File: src/rtl/wishbone_arbiter_nmaster_if.sv
// Bus bundle joining N Wishbone masters, the arbiter and a single slave.
// The slave modport is the arbiter's view; the master modport is the surrounding fabric's view.
interface wishbone_arbiter_nmaster_if #(
    parameter int NUM_MASTERS = 4,
    parameter int ADDR_WIDTH  = 32,
    parameter int DATA_WIDTH  = 32
);
    localparam int SEL_WIDTH = DATA_WIDTH / 8;

    logic [NUM_MASTERS-1:0]            m_we_i;
    logic [NUM_MASTERS-1:0]            m_cyc_i;
    logic [NUM_MASTERS-1:0]            m_stb_i;
    logic [NUM_MASTERS*SEL_WIDTH-1:0]  m_sel_i;
    logic [NUM_MASTERS*ADDR_WIDTH-1:0] m_adr_i;
    logic [NUM_MASTERS*DATA_WIDTH-1:0] m_dat_i;
    logic [NUM_MASTERS*DATA_WIDTH-1:0] m_dat_o;
    logic [NUM_MASTERS-1:0]            m_ack_o;
    logic [NUM_MASTERS-1:0]            m_err_o;
    logic [NUM_MASTERS-1:0]            m_int_o;
    logic                              s_we_o;
    logic                              s_cyc_o;
    logic                              s_stb_o;
    logic [SEL_WIDTH-1:0]              s_sel_o;
    logic [ADDR_WIDTH-1:0]             s_adr_o;
    logic [DATA_WIDTH-1:0]             s_dat_o;
    logic [DATA_WIDTH-1:0]             s_dat_i;
    logic                              s_ack_i;
    logic                              s_int_i;
    logic [NUM_MASTERS-1:0]            grant_o;
    logic                              busy_o;

    modport slave (
        input  m_we_i, m_cyc_i, m_stb_i, m_sel_i, m_adr_i, m_dat_i,
        input  s_dat_i, s_ack_i, s_int_i,
        output m_dat_o, m_ack_o, m_err_o, m_int_o,
        output s_we_o, s_cyc_o, s_stb_o, s_sel_o, s_adr_o, s_dat_o,
        output grant_o, busy_o
    );

    modport master (
        output m_we_i, m_cyc_i, m_stb_i, m_sel_i, m_adr_i, m_dat_i,
        output s_dat_i, s_ack_i, s_int_i,
        input  m_dat_o, m_ack_o, m_err_o, m_int_o,
        input  s_we_o, s_cyc_o, s_stb_o, s_sel_o, s_adr_o, s_dat_o,
        input  grant_o, busy_o
    );
endinterface

File: src/rtl/wishbone_arbiter_nmaster.sv
// N-master to 1-slave Wishbone arbiter with a registered, cycle-long grant,
// fixed or round-robin priority and an optional no-ack watchdog.
module wishbone_arbiter_nmaster #(
    parameter int NUM_MASTERS = 4,
    parameter int ADDR_WIDTH  = 32,
    parameter int DATA_WIDTH  = 32,
    parameter int ROUND_ROBIN = 1,
    parameter int TIMEOUT     = 0
) (
    input logic clk,
    input logic rst,
    wishbone_arbiter_nmaster_if.slave bus
);
    localparam int SEL_WIDTH = DATA_WIDTH / 8;
    localparam int IDX_W     = $clog2(NUM_MASTERS);
    localparam int WD_W      = (TIMEOUT > 0) ? $clog2(TIMEOUT + 1) : 1;
    localparam logic [IDX_W-1:0] LAST_IDX = IDX_W'(NUM_MASTERS - 1);

    typedef enum logic {IDLE, GRANTED} state_t;

    state_t                 state;
    logic [NUM_MASTERS-1:0] grant;
    logic [IDX_W-1:0]       grant_idx;
    logic [IDX_W-1:0]       last_grant;
    logic [WD_W-1:0]        wd_cnt;

    logic [IDX_W-1:0]       winner;
    logic [IDX_W-1:0]       cand;
    logic                   found;
    logic                   active;
    logic                   g_cyc, g_stb, g_we;
    logic [SEL_WIDTH-1:0]   g_sel;
    logic [ADDR_WIDTH-1:0]  g_adr;
    logic [DATA_WIDTH-1:0]  g_dat;
    logic                   timeout_hit;

    logic [NUM_MASTERS-1:0]            ack_v, err_v, int_v;
    logic [NUM_MASTERS*DATA_WIDTH-1:0] dat_v;

    // Search order starts just above the previous owner in round-robin mode.
    always_comb begin
        // NOTE: every combinational output gets a default first so no path leaves it unassigned (no latch).
        winner = '0;
        found  = 1'b0;
        cand   = '0;
        for (int k = 0; k < NUM_MASTERS; k++) begin
            if (ROUND_ROBIN != 0)
                cand = IDX_W'((int'(last_grant) + 1 + k) % NUM_MASTERS);
            else
                cand = IDX_W'(k);
            if (!found && bus.m_cyc_i[cand]) begin
                winner = cand;
                found  = 1'b1;
            end
        end
    end

    assign active = (state == GRANTED);
    assign g_cyc  = bus.m_cyc_i[grant_idx];
    assign g_stb  = bus.m_stb_i[grant_idx];
    assign g_we   = bus.m_we_i[grant_idx];
    assign g_sel  = bus.m_sel_i[grant_idx*SEL_WIDTH +: SEL_WIDTH];
    assign g_adr  = bus.m_adr_i[grant_idx*ADDR_WIDTH +: ADDR_WIDTH];
    assign g_dat  = bus.m_dat_i[grant_idx*DATA_WIDTH +: DATA_WIDTH];

    // An ack arriving on the limit cycle wins over the watchdog.
    assign timeout_hit = (TIMEOUT > 0) && active && g_stb && !bus.s_ack_i &&
                         (wd_cnt == WD_W'(TIMEOUT - 1));

    assign bus.s_cyc_o = active && g_cyc && !timeout_hit;
    assign bus.s_stb_o = active && g_stb && !timeout_hit;
    assign bus.s_we_o  = active && g_we;
    assign bus.s_sel_o = active ? g_sel : '0;
    assign bus.s_adr_o = active ? g_adr : '0;
    assign bus.s_dat_o = active ? g_dat : '0;

    always_comb begin
        ack_v = '0;
        err_v = '0;
        int_v = '0;
        dat_v = '0;
        if (active) begin
            ack_v[grant_idx] = bus.s_ack_i;
            err_v[grant_idx] = timeout_hit;
            int_v[grant_idx] = bus.s_int_i;
            dat_v[grant_idx*DATA_WIDTH +: DATA_WIDTH] = bus.s_dat_i;
        end
    end

    assign bus.m_ack_o = ack_v;
    assign bus.m_err_o = err_v;
    assign bus.m_int_o = int_v;
    assign bus.m_dat_o = dat_v;
    assign bus.grant_o = grant;
    assign bus.busy_o  = active;

    always_ff @(posedge clk) begin
        // NOTE: state registers use non-blocking assignments so every update sees pre-edge values.
        if (rst) begin
            state      <= IDLE;
            grant      <= '0;
            grant_idx  <= '0;
            last_grant <= LAST_IDX;
            wd_cnt     <= '0;
        end else begin
            case (state)
                IDLE: begin
                    wd_cnt <= '0;
                    if (|bus.m_cyc_i) begin
                        state     <= GRANTED;
                        grant     <= NUM_MASTERS'(1) << winner;
                        grant_idx <= winner;
                    end
                end
                GRANTED: begin
                    // Only the owner's own cyc drop or the watchdog ends the tenure.
                    if (!g_cyc || timeout_hit) begin
                        state      <= IDLE;
                        grant      <= '0;
                        last_grant <= grant_idx;
                        wd_cnt     <= '0;
                    end else if ((TIMEOUT > 0) && g_stb && !bus.s_ack_i) begin
                        wd_cnt <= wd_cnt + WD_W'(1);
                    end else begin
                        wd_cnt <= '0;
                    end
                end
                default: state <= IDLE;
            endcase
        end
    end
endmodule

File: src/flat_wrapper.sv
// flat-port wrapper written by rule: the top's interface ports become plain ports
module wishbone_arbiter_nmaster_flat 
#(
    parameter int NUM_MASTERS = 4,
    parameter int ADDR_WIDTH  = 32,
    parameter int DATA_WIDTH  = 32,
    parameter int ROUND_ROBIN = 1,
    parameter int TIMEOUT     = 0
)
  (clk, rst, bus_m_we_i, bus_m_cyc_i, bus_m_stb_i, bus_m_sel_i, bus_m_adr_i, bus_m_dat_i, bus_s_dat_i, bus_s_ack_i, bus_s_int_i, bus_m_dat_o, bus_m_ack_o, bus_m_err_o, bus_m_int_o, bus_s_we_o, bus_s_cyc_o, bus_s_stb_o, bus_s_sel_o, bus_s_adr_o, bus_s_dat_o, bus_grant_o, bus_busy_o);
  wishbone_arbiter_nmaster_if #(.NUM_MASTERS(NUM_MASTERS), .ADDR_WIDTH(ADDR_WIDTH), .DATA_WIDTH(DATA_WIDTH)) bus_i ();
  input logic clk;
  input logic rst;
  input wire logic [$bits(bus_i.m_we_i)-1:0] bus_m_we_i;
  input wire logic [$bits(bus_i.m_cyc_i)-1:0] bus_m_cyc_i;
  input wire logic [$bits(bus_i.m_stb_i)-1:0] bus_m_stb_i;
  input wire logic [$bits(bus_i.m_sel_i)-1:0] bus_m_sel_i;
  input wire logic [$bits(bus_i.m_adr_i)-1:0] bus_m_adr_i;
  input wire logic [$bits(bus_i.m_dat_i)-1:0] bus_m_dat_i;
  input wire logic [$bits(bus_i.s_dat_i)-1:0] bus_s_dat_i;
  input wire logic [$bits(bus_i.s_ack_i)-1:0] bus_s_ack_i;
  input wire logic [$bits(bus_i.s_int_i)-1:0] bus_s_int_i;
  output wire logic [$bits(bus_i.m_dat_o)-1:0] bus_m_dat_o;
  output wire logic [$bits(bus_i.m_ack_o)-1:0] bus_m_ack_o;
  output wire logic [$bits(bus_i.m_err_o)-1:0] bus_m_err_o;
  output wire logic [$bits(bus_i.m_int_o)-1:0] bus_m_int_o;
  output wire logic [$bits(bus_i.s_we_o)-1:0] bus_s_we_o;
  output wire logic [$bits(bus_i.s_cyc_o)-1:0] bus_s_cyc_o;
  output wire logic [$bits(bus_i.s_stb_o)-1:0] bus_s_stb_o;
  output wire logic [$bits(bus_i.s_sel_o)-1:0] bus_s_sel_o;
  output wire logic [$bits(bus_i.s_adr_o)-1:0] bus_s_adr_o;
  output wire logic [$bits(bus_i.s_dat_o)-1:0] bus_s_dat_o;
  output wire logic [$bits(bus_i.grant_o)-1:0] bus_grant_o;
  output wire logic [$bits(bus_i.busy_o)-1:0] bus_busy_o;
  assign bus_i.m_we_i = bus_m_we_i;
  assign bus_i.m_cyc_i = bus_m_cyc_i;
  assign bus_i.m_stb_i = bus_m_stb_i;
  assign bus_i.m_sel_i = bus_m_sel_i;
  assign bus_i.m_adr_i = bus_m_adr_i;
  assign bus_i.m_dat_i = bus_m_dat_i;
  assign bus_i.s_dat_i = bus_s_dat_i;
  assign bus_i.s_ack_i = bus_s_ack_i;
  assign bus_i.s_int_i = bus_s_int_i;
  assign bus_m_dat_o = bus_i.m_dat_o;
  assign bus_m_ack_o = bus_i.m_ack_o;
  assign bus_m_err_o = bus_i.m_err_o;
  assign bus_m_int_o = bus_i.m_int_o;
  assign bus_s_we_o = bus_i.s_we_o;
  assign bus_s_cyc_o = bus_i.s_cyc_o;
  assign bus_s_stb_o = bus_i.s_stb_o;
  assign bus_s_sel_o = bus_i.s_sel_o;
  assign bus_s_adr_o = bus_i.s_adr_o;
  assign bus_s_dat_o = bus_i.s_dat_o;
  assign bus_grant_o = bus_i.grant_o;
  assign bus_busy_o = bus_i.busy_o;
  wishbone_arbiter_nmaster #(.NUM_MASTERS(NUM_MASTERS), .ADDR_WIDTH(ADDR_WIDTH), .DATA_WIDTH(DATA_WIDTH), .ROUND_ROBIN(ROUND_ROBIN), .TIMEOUT(TIMEOUT)) u_core (.clk(clk), .rst(rst), .bus(bus_i));
endmodule
File: config.mk
export PLATFORM = sky130hd
export DESIGN_NAME = wishbone_arbiter_nmaster_flat
export DESIGN_NICKNAME = d
export VERILOG_FILES = /design/src/rtl/wishbone_arbiter_nmaster_if.sv /design/src/rtl/wishbone_arbiter_nmaster.sv /design/src/flat_wrapper.sv
export SDC_FILE = /design/constraint.sdc
export NUM_CORES = 1
export LEC_CHECK = 0
export BUFFER_PORTS_ARGS = -buffer_cell sky130_fd_sc_hd__buf_2
export CAP_MARGIN = 40
export CELL_PAD_IN_SITES_DETAIL_PLACEMENT = 1
export CELL_PAD_IN_SITES_GLOBAL_PLACEMENT = 2
export CORE_AREA = 2 2 206 208
export CTS_BUF_LIST = sky130_fd_sc_hd__clkbuf_4 sky130_fd_sc_hd__clkbuf_8
export DETAILED_ROUTE_END_ITERATION = 10
export DIE_AREA = 0 0 208 210
export HOLD_SLACK_MARGIN = 0.02
export PLACE_DENSITY = 0.54
export SYNTH_ARGS = -nofsm -noshare
export SYNTH_HDL_FRONTEND = slang
export SYNTH_SLANG_ARGS = --single-unit
File: constraint.sdc
create_clock -name clk -period 3.22 [get_ports clk]
set_input_delay 0.966 -clock clk [delete_from_list [all_inputs] [get_ports clk]]
set_output_delay 0.966 -clock clk [all_outputs]
set_load 0.02 [all_outputs]
==> results of run 1 <==
-- power by group through the flow --
stage               Clock [mW]  Combinational, mW  Sequential, mW
floorplan                    0              0.680           0.138
global placement             0               1.16           0.141
detailed placement           0               1.17           0.142
CTS                      0.148               1.17           0.140
global route             0.154               1.23           0.142
finish                   0.143               1.14           0.139
-- final timing paths --
| check | start | to | slack, ns | cells past startpoint |
|---|---|---|---|---|
| worst max-delay path | u_core.grant_idx[1]$_SDFFE_PP0P_ | bus_m_dat_o[28] | 0.21 | 7 |
| worst min-delay path | u_core.bus.grant_o[2]$_SDFFE_PP0P_ | u_core.bus.grant_o[2]$_SDFFE_PP0P_ | 0.49 | 2 |
| worst max register to register | u_core.grant_idx[0]$_SDFFE_PP0P_ | u_core.bus.grant_o[1]$_SDFFE_PP0P_ | 1.41 | 5 |
| worst min register to register | u_core.bus.grant_o[2]$_SDFFE_PP0P_ | u_core.bus.grant_o[2]$_SDFFE_PP0P_ | 0.49 | 2 |
-- layout make-up --
cell class | instances | area share (%)
timing repair buffer | 542 | 39.7
sequential | 9 | 2.68
inverter | 5 | 0.266
multi-input combinational | 343 | 47.0
antenna | 1 | 0.0354
clock buffer | 4 | 0.691
tap | 539 | 9.55
-- through the flow --
step | hold WS [ns] | cell area (um2) | setup slack (ns)
after floorplan | 0.560 | 3800 | 0.296
final | 0.492 | 7060 | 0.209
after detailed placement | 0.489 | 7010 | 0.270
after global routing | 0.518 | 7060 | 0.00629
after CTS | 0.499 | 7050 | 0.114
after global placement | 0.468 | 7010 | 0.270
-- sequential cells by signal, indices dropped and copies added (netlist names) --
register and count:
u_core.bus.busy_o 1, u_core.last_grant 2, u_core.bus.grant_o 4, u_core.grant_idx 2
-- cell usage after synthesis (2+ instances only) --
| master | instances | share of area (%) |
|---|---|---|
| and2_1 | 199 | 33 |
| mux4_2 | 70 | 42 |
| clkbuf_1 | 21 | 2.1 |
| buf_2 | 12 | 1.6 |
| nor2_1 | 10 | 0.99 |
| buf_4 | 9 | 1.8 |
| dfxtp_1 | 9 | 4.8 |
| and3_1 | 8 | 1.3 |
| a21oi_1 | 7 | 0.93 |
| ha_1 | 5 | 1.7 |
| inv_1 | 5 | 0.50 |
| o21ai_0 | 5 | 0.66 |
| buf_12 | 3 | 1.6 |
| nand2_1 | 3 | 0.30 |
| nand3_1 | 3 | 0.40 |
| a32o_1 | 2 | 0.53 |
| mux2i_1 | 2 | 0.53 |
| nand2b_1 | 2 | 0.33 |
| nor2b_1 | 2 | 0.33 |
| nor3_1 | 2 | 0.26 |
| o221ai_1 | 2 | 0.46 |
| o32ai_1 | 2 | 0.46 |
-- kinds of logic (layout without fill, tap and decap cells) --
group / Yosys count / count (layout)
flops: 9 / 9
compound gates: 29 / 29
simple gates: 232 / 232
fa+ha+maj: 5 / 5
other cells: 1 / 5
mux: 73 / 73
buf+inv: 51 / 551
-- worst max-delay path, cell delays in order (launching register included) --
cell,delay (ns)
dfxtp_4,0.39
inv_1,0.10
ha_1,0.33
nand4b_1,0.18
nor2_1,0.10
buf_4,0.29
and2_1,0.22
buf_2,0.18
-- metal layers --
metal / vias up / part of all wire [%] / global-route usage, %
met4: 4 / 1.6 / 1.69
met5: - / 0.10 / 0
met3: 20 / 6.7 / 2.35
li1: 2437 / - / -
met1: 2546 / 41 / 13.7
met2: 282 / 51 / 20.7
==> reports/qor.csv, run 1 <==
stage,metric,value,unit
logic_synthesis,synth_compound_area_share,5.65,%
finish,area_growth,86.5,%
finish,layout_commonest_cell,buf_2,
route,ant_nets,0,
critical_path,critPathCaptureType,output pin,
power,switching_share,46.6,%
timing,final_hold_viol_count,0,
critical_path,crit_required,2.25,ns
job,cap_violations,0,
logic_synthesis,synth-edff-count,0,
place,dp_cells,1438,
clocking,cts_buffer_depth,2,
clocking,post_cts_resize_count,0,
finish,drive_gt1_share,69.0,%
route,wire_per_inst,18.4,um
route,firstDrtPassIters,4,
clocking,postCtsHoldBufs,0,
logic_synthesis,syn_area,3790,um2
floorplanning,die_area,43700,um2
clocking,clock_latency,0.23,ns
floorplanning,start_util,9.13,%
logic_synthesis,synth_top_family_by_area,multiplexers,
clocking,cts_root_buffer,clkbuf_8,
clocking,cts_tree,yes,
logic_synthesis,yosys.area_share.xor_xnor,0,%
logic_synthesis,synth_seq_area_share,4.76,%
timing,fin_skew,0.00381,ns
finish,final_cell_mix,"buf_2, and2_1, mux4_2",
logic_synthesis,synth_async_sr_flop_share,0,%
logic_synthesis,synthAdderAreaFrac,1.65,%
logic_synthesis,ys.flop_type,dfxtp_1,
timing,setup_violations,0,
finish,fin_util,17.0,%
finish,register_area,189,um2
outcome,status,finished clean,
route,viasPerCell,3.67,
power,p_switching,0.661,mW
grt,grt_pass1_wl,37.7,mm
place,portBuffers,531,
grt,grt-ovfl-total,0,
timing,max_freq,332,MHz
critical_path,worstSetupPathType,reg2out,
finish,fillers,5064,
clocking,cts_buffers,3,
critical_path,critical_path.max_fanout,32,
finish,final_nets,1229,
clocking,postCtsSetupBuffers,0,
route,first_iter_violations,192,
logic_synthesis,synthMuxAreaShare,42.5,%
floorplanning,rows,75,
logic_synthesis,ys_warn_count,0,
place,post-dp-hpwl,22.5,mm
finish,multi_input_area,3320,um2
logic_synthesis,syn_avg_cell_area,9.47,um2
route,drcViolationCount,0,
route,vias,5289,
grt,grt_pass1_vias,5629,
hold_path,hold_path_class,reg2reg,
critical_path,critPathLaunchType,flip-flop,
floorplanning,io_pins,536,
place,place_congestion,0.817,
clocking,cts.reportedPaths.clkPinSlew,0.05,ns
power,peakVddDrop,103,uV
floorplanning,die_height,210,um
power,p_clk_share,10.1,%
floorplanning,die_w,208,um
route,drt-total-wl,26.6,mm
critical_path,cp_data_arrival_time,2.04,ns
grt,grt_max_degree,86,
power,pwr-share-seq,9.8,%
finish,fin_cells,1443,
clocking,htree_levels,1,
timing,period_share,93.5,%
logic_synthesis,synth_seq_cells,9,
logic_synthesis,ys_types,39,
grt,antenna_found_initial,5,
logic_synthesis,synth_cells,400,
grt,grtUsageTotal,11.3,%
power,powerDensity,201,nW/um2
power,power_frac_comb,80.1,%
timing,slew_viol_final,0,
logic_synthesis,synth_simple_gate_area_share,37.5,%
power,power_leakage,3.79,nW
clocking,cts_sinks,9,
power,intPower,0.759,mW
timing,rsz0062_at_grt,no,
timing,fin_crit,3.01,ns
floorplanning,coreArea,41500,um2
power,p_total,1.42,mW
timing,tns,0,ns
No activity file was read; power rests on OpenSTA's default activity.
==> run 2: changes to the inputs <==
Settings changed: SETUP_SLACK_MARGIN from default to 0.4.
==> reports/qor.csv, run 2 (synthesis results as in run 1) <==
stage,metric,value,unit,change
outcome,status,finished clean,,
finish,fin_util,21.7,%,+4.6 points
route,ant_nets,0,,unchanged
place,place_congestion,0.848,,+3.8%
finish,fin_cells,1481,,+2.6%
grt,grtUsageTotal,11.7,%,+0.40 points
timing,setup_violations,0,,unchanged
finish,final_cell_mix,"buf_2, buf_6, and2_2",,
finish,largest_register_ff_count,4,,unchanged
route,wire_per_inst,19.5,um,+6.1%
place,place_ws,0.274,ns,+0.00385 ns
timing,rsz0062_at_grt,yes,,
critical_path,critPathCaptureType,output pin,,
grt,grt-ovfl-total,0,,unchanged
clocking,cts.reportedPaths.clkPinSlew,0.05,ns,about the same
floorplanning,die_height,210,um,unchanged
critical_path,crit_required,2.25,ns,about the same
critical_path,cp_data_arrival_time,1.89,ns,-0.15 ns
floorplanning,start_util,9.13,%,unchanged
floorplanning,rows,75,,unchanged
clocking,cts_tree,yes,,
route,drt-total-wl,29.0,mm,+8.9%
clocking,cts_buffer_depth,2,,unchanged
route,first_iter_violations,167,,-13%
finish,layout_commonest_cell,buf_2,,
timing,fin_skew,0.00164,ns,-0.00217 ns
route,drcViolationCount,0,,unchanged
floorplanning,die_area,43700,um2,unchanged
timing,period_share,88.8,%,-4.8 points
power,p_total,1.83,mW,+29%
timing,slew_viol_final,0,,unchanged
timing,worstMarginPinSlew,0.503,ns,
timing,tns,0,ns,unchanged
power,powerDensity,204,nW/um2,+1.2%
power,power_leakage,4.44,nW,+17%
grt,antenna_found_initial,2,,-3
grt,grt_pass1_wl,39.1,mm,+3.7%
floorplanning,die_w,208,um,unchanged
route,viasPerCell,3.74,,+2.1%
grt,grt_pass1_vias,5903,,+4.9%
floorplanning,io_pins,536,,unchanged
hold_path,hold_path_class,reg2reg,,
place,portBuffers,531,,unchanged
clocking,postCtsHoldBufs,0,,unchanged
timing,max_freq,350,MHz,+5.4%
floorplanning,coreArea,41500,um2,unchanged
job,cap_violations,0,,unchanged
finish,fillers,4941,,-2.4%
finish,area_growth,137,%,
finish,drive_gt1_share,89.7,%,+21 points
critical_path,critical_path.max_fanout,5,,-84%
clocking,htree_levels,1,,unchanged
critical_path,critPathLaunchType,flip-flop,,
route,firstDrtPassIters,4,,unchanged
timing,slew-limit-headroom,66.5,%,
clocking,clock_latency,0.23,ns,about the same
timing,setup_ws,0.362,ns,+0.153 ns
power,peakVddDrop,117,uV,+14%
place,post-dp-hpwl,21.8,mm,-3.0%
timing,fin_crit,2.86,ns,-0.153 ns
clocking,cts_root_buffer,clkbuf_8,,
route,vias,5542,,+4.8%
timing,final_hold_viol_count,0,,unchanged
grt,grt_max_degree,77,,-10%
clocking,cts_buffers,3,,unchanged
place,dp_cells,1444,,+0.42%
clocking,cts_sinks,9,,unchanged
finish,final_nets,1267,,+3.1%
critical_path,worstSetupPathType,reg2out,,
run 2: changes by cell type in the layout (fill, tap and decap cells not counted), moves of 3 or more:
cell       change
buf_12         +5
buf_16         +9
ha_4           +4
and2_4        +75
clkbuf_16      +8
and2_2        +95
buf_4         +31
buf_8          +3
buf_6        +124
buf_2        -142
ha_1           -4
and2_1       -170
run 2: routing by layer:
layer	vias to the layer above	GRT usage, %	wire (um)
li1	2528	-	-
met5	-	0	10
met3	12	1.83	1420
met2	238	22.3	15400
met4	2	0.905	158
met1	2762	14.3	11900
run 2: worst paths after layout:
check / startpoint / cells after the start / slack (ns) / endpoint
hold reg to reg: u_core.bus.grant_o[1]$_SDFFE_PP0P_ / 1 / 0.48 / u_core.bus.grant_o[1]$_SDFFE_PP0P_
setup / recovery: u_core.grant_idx[0]$_SDFFE_PP0P_ / 6 / 0.36 / bus_s_sel_o[2]
setup reg to reg: u_core.grant_idx[0]$_SDFFE_PP0P_ / 7 / 1.41 / u_core.bus.grant_o[1]$_SDFFE_PP0P_
hold / removal: u_core.bus.grant_o[1]$_SDFFE_PP0P_ / 1 / 0.48 / u_core.bus.grant_o[1]$_SDFFE_PP0P_
run 2: layout make-up:
cell class	instances	area [um2]	share of cell area (%)
diodes	1	2.50	0.0278
repair buffers	580	4320	48.1
well taps	539	674	7.50
flip-flops and latches	9	189	2.10
inverters	5	26.3	0.292
multi-input cells	343	3730	41.5
clock buffers	4	48.8	0.543
run 2: timing repair:
item | in CTS | in global routing
pin swaps | 4 | 6
gates resized for setup | 173 | 208
setup buffers | 8 | 9
endpoints found under the setup margin | 191 | 188
gates cloned | 6 | 9
run 2: power breakdown:
part / switching, mW / total [mW] / internal, mW / leakage, nW
Combinational: 0.682 / 1.55 / 0.865 / 4.34
Clock: 0.0455 / 0.140 / 0.0947 / 0.0262
Sequential: 0.0189 / 0.142 / 0.123 / 0.0756
Total: 0.746 / 1.83 / 1.08 / 4.44
run 2: metrics by stage:
step / hold WS, ns / cell area, um2
2_1_floorplan: 0.560 / 3960
3_3_place_gp: 0.466 / 7190
3_5_place_dp: 0.466 / 7190
4_1_cts: 0.485 / 8050
5_1_grt: 0.508 / 8990
6_report: 0.484 / 8990
run 2: critical path, cell delays in order (launching register included):
cell and delay (ns):
dfxtp_4 0.38, buf_16 0.14, buf_12 0.13, buf_12 0.13, mux4_2 0.54, and2_4 0.20
buf_6 0.13
==> run 3: changes to the inputs <==
Settings changed: GPL_TIMING_DRIVEN from default to 0, PLACE_DENSITY 0.54 to 0.58.
==> reports/qor.csv, run 3 (synthesis results as in run 1) <==
stage,metric,value,unit,change
floorplanning,die_area,43700,um2,unchanged
floorplanning,die_w,208,um,unchanged
route,vias,5710,,+3.0%
timing,slew-limit-headroom,65.7,%,-0.72 points
critical_path,critPathLaunchType,flip-flop,,
finish,register_area,189,um2,unchanged
timing,rsz0062_at_grt,yes,,
place,portBuffers,529,,-0.38%
finish,final_cell_mix,"buf_2, buf_6, and2_4",,
power,peakVddDrop,149,uV,+27%
grt,grt_pass1_wl,43.3,mm,+11%
finish,final_nets,1315,,+3.8%
floorplanning,die_height,210,um,unchanged
timing,holdWs,0.477,ns,-0.00706 ns
hold_path,hold_path_class,reg2reg,,
grt,grt-ovfl-total,0,,unchanged
floorplanning,rows,75,,unchanged
critical_path,crit_required,2.25,ns,about the same
clocking,clock_latency,0.23,ns,about the same
timing,setup_violations,0,,unchanged
critical_path,critPathCaptureType,output pin,,
route,viasPerCell,3.74,,-0.14%
grt,grtUsageTotal,13.1,%,+1.5 points
power,powerDensity,200,nW/um2,-1.6%
grt,antenna_found_initial,0,,-2
timing,tns,0,ns,unchanged
finish,layout_commonest_cell,buf_2,,
hold_path,hold_depth,1,,unchanged
critical_path,r2r_cells,8,,+1
place,post-dp-hpwl,24.7,mm,+13%
route,drt-total-wl,30.4,mm,+5.0%
job,cap_violations,0,,unchanged
clocking,cts.reportedPaths.clkPinSlew,0.05,ns,about the same
outcome,status,finished clean,,
power,power_leakage,4.83,nW,+8.8%
critical_path,cp_data_arrival_time,2.14,ns,+0.25 ns
finish,area_growth,168,%,
finish,fin_util,24.4,%,+2.8 points
clocking,htree_levels,1,,unchanged
clocking,cts_sinks,9,,unchanged
clocking,cts_root_buffer,clkbuf_8,,
finish,n_antenna_cell,0,,-1
route,wire_per_inst,19.9,um,+1.8%
clocking,cts_buffer_depth,2,,unchanged
timing,setup_ws,0.116,ns,-0.246 ns
timing,slew_viol_final,0,,unchanged
timing,fin_crit,3.10,ns,+0.246 ns
route,ant_nets,0,,unchanged
place,place_ws,-1.02,ns,-1.29 ns
route,firstDrtPassIters,4,,unchanged
finish,largest_register_ff_count,4,,unchanged
grt,grt_max_degree,11,,-86%
clocking,cts_buffers,3,,unchanged
power,p_total,2.03,mW,+11%
route,first_iter_violations,189,,+13%
place,place_congestion,0.888,,+4.7%
floorplanning,coreArea,41500,um2,unchanged
critical_path,critical_path.max_fanout,8,,+3
timing,fin_skew,0.00204,ns,+0.000399 ns
timing,worstMarginPinSlew,0.514,ns,+0.0107 ns
clocking,cts_tree,yes,,
clocking,postCtsHoldBufs,0,,unchanged
timing,final_hold_viol_count,0,,unchanged
critical_path,worstSetupPathType,reg2out,,
finish,drive_gt1_share,92.0,%,+2.3 points
floorplanning,io_pins,536,,unchanged
grt,grt_pass1_vias,6319,,+7.0%
timing,max_freq,322,MHz,-7.9%
finish,fillers,4796,,-2.9%
finish,multi_input_area,3900,um2,+4.5%
floorplanning,start_util,9.13,%,unchanged
timing,period_share,96.4,%,+7.7 points
route,drcViolationCount,0,,unchanged
run 3: cell types whose count changed in the layout (fill, tap and decap cells not counted), sizes merged:
cell | previous run | this run
clkinvlp | 0 | 2
clkbuf | 12 | 19
diode | 1 | 0
buf | 572 | 613
inv | 5 | 3
run 3: where the power goes:
group	switching, mW	internal [mW]
sequential	0.0108	0.123
combinational	0.748	1.01
clock	0.0446	0.0947
total	0.804	1.23
run 3: final timing paths:
path / from / endpoint / slack [ns]
worst min register to register: u_core.bus.grant_o[1]$_SDFFE_PP0P_ / u_core.bus.grant_o[1]$_SDFFE_PP0P_ / 0.48
worst min-delay path: u_core.bus.grant_o[1]$_SDFFE_PP0P_ / u_core.bus.grant_o[1]$_SDFFE_PP0P_ / 0.48
worst max register to register: u_core.grant_idx[0]$_SDFFE_PP0P_ / u_core.bus.grant_o[3]$_SDFFE_PP0P_ / 1.37
worst max-delay path: u_core.grant_idx[1]$_SDFFE_PP0P_ / bus_m_dat_o[110] / 0.12
run 3: final cells by class:
type | count | area share [%]
Timing Repair Buffer | 582 | 46.3
Multi-Input combinational cell | 343 | 38.4
Tap cell | 539 | 6.65
Buffer | 46 | 5.96
Sequential cell | 9 | 1.86
Clock buffer | 4 | 0.481
Inverter | 5 | 0.259
run 3: metal layers:
metal	GRT usage (%)	routed length, um	part of all wire (%)	vias up
met5	0	0	0	-
met2	24.8	16400	54	233
met4	0.122	37	0.12	0
li1	-	-	-	2625
met1	16.1	12100	40	2846
met3	2.82	1890	6.2	6
run 3: what timing repair did:
| action | CTS | global route |
|---|---|---|
| setup endpoints to repair | 207 | 199 |
| resized for setup | 653 | 95 |
| pin swaps | 74 | 55 |
| buffers inserted | 31 | 4 |
| cloned | 17 | 1 |
run 3: critical path, cell delays in order, from the launching register on:
cell and delay, ns:
dfxtp_4 0.36, buf_12 0.10, buf_12 0.10, clkinvlp_4 0.14
ha_4 0.20, nor2b_4 0.15, and4b_4 0.42, buf_8 0.15
and2_4 0.14, buf_6 0.11
run 3: metrics by stage:
step / cell area (um2) / std cells
floorplan: 3960 / 403
global placement: 7280 / 1471
detailed placement: 7280 / 1471
CTS: 9870 / 1523
global route: 10100 / 1528
finish: 10100 / 1528
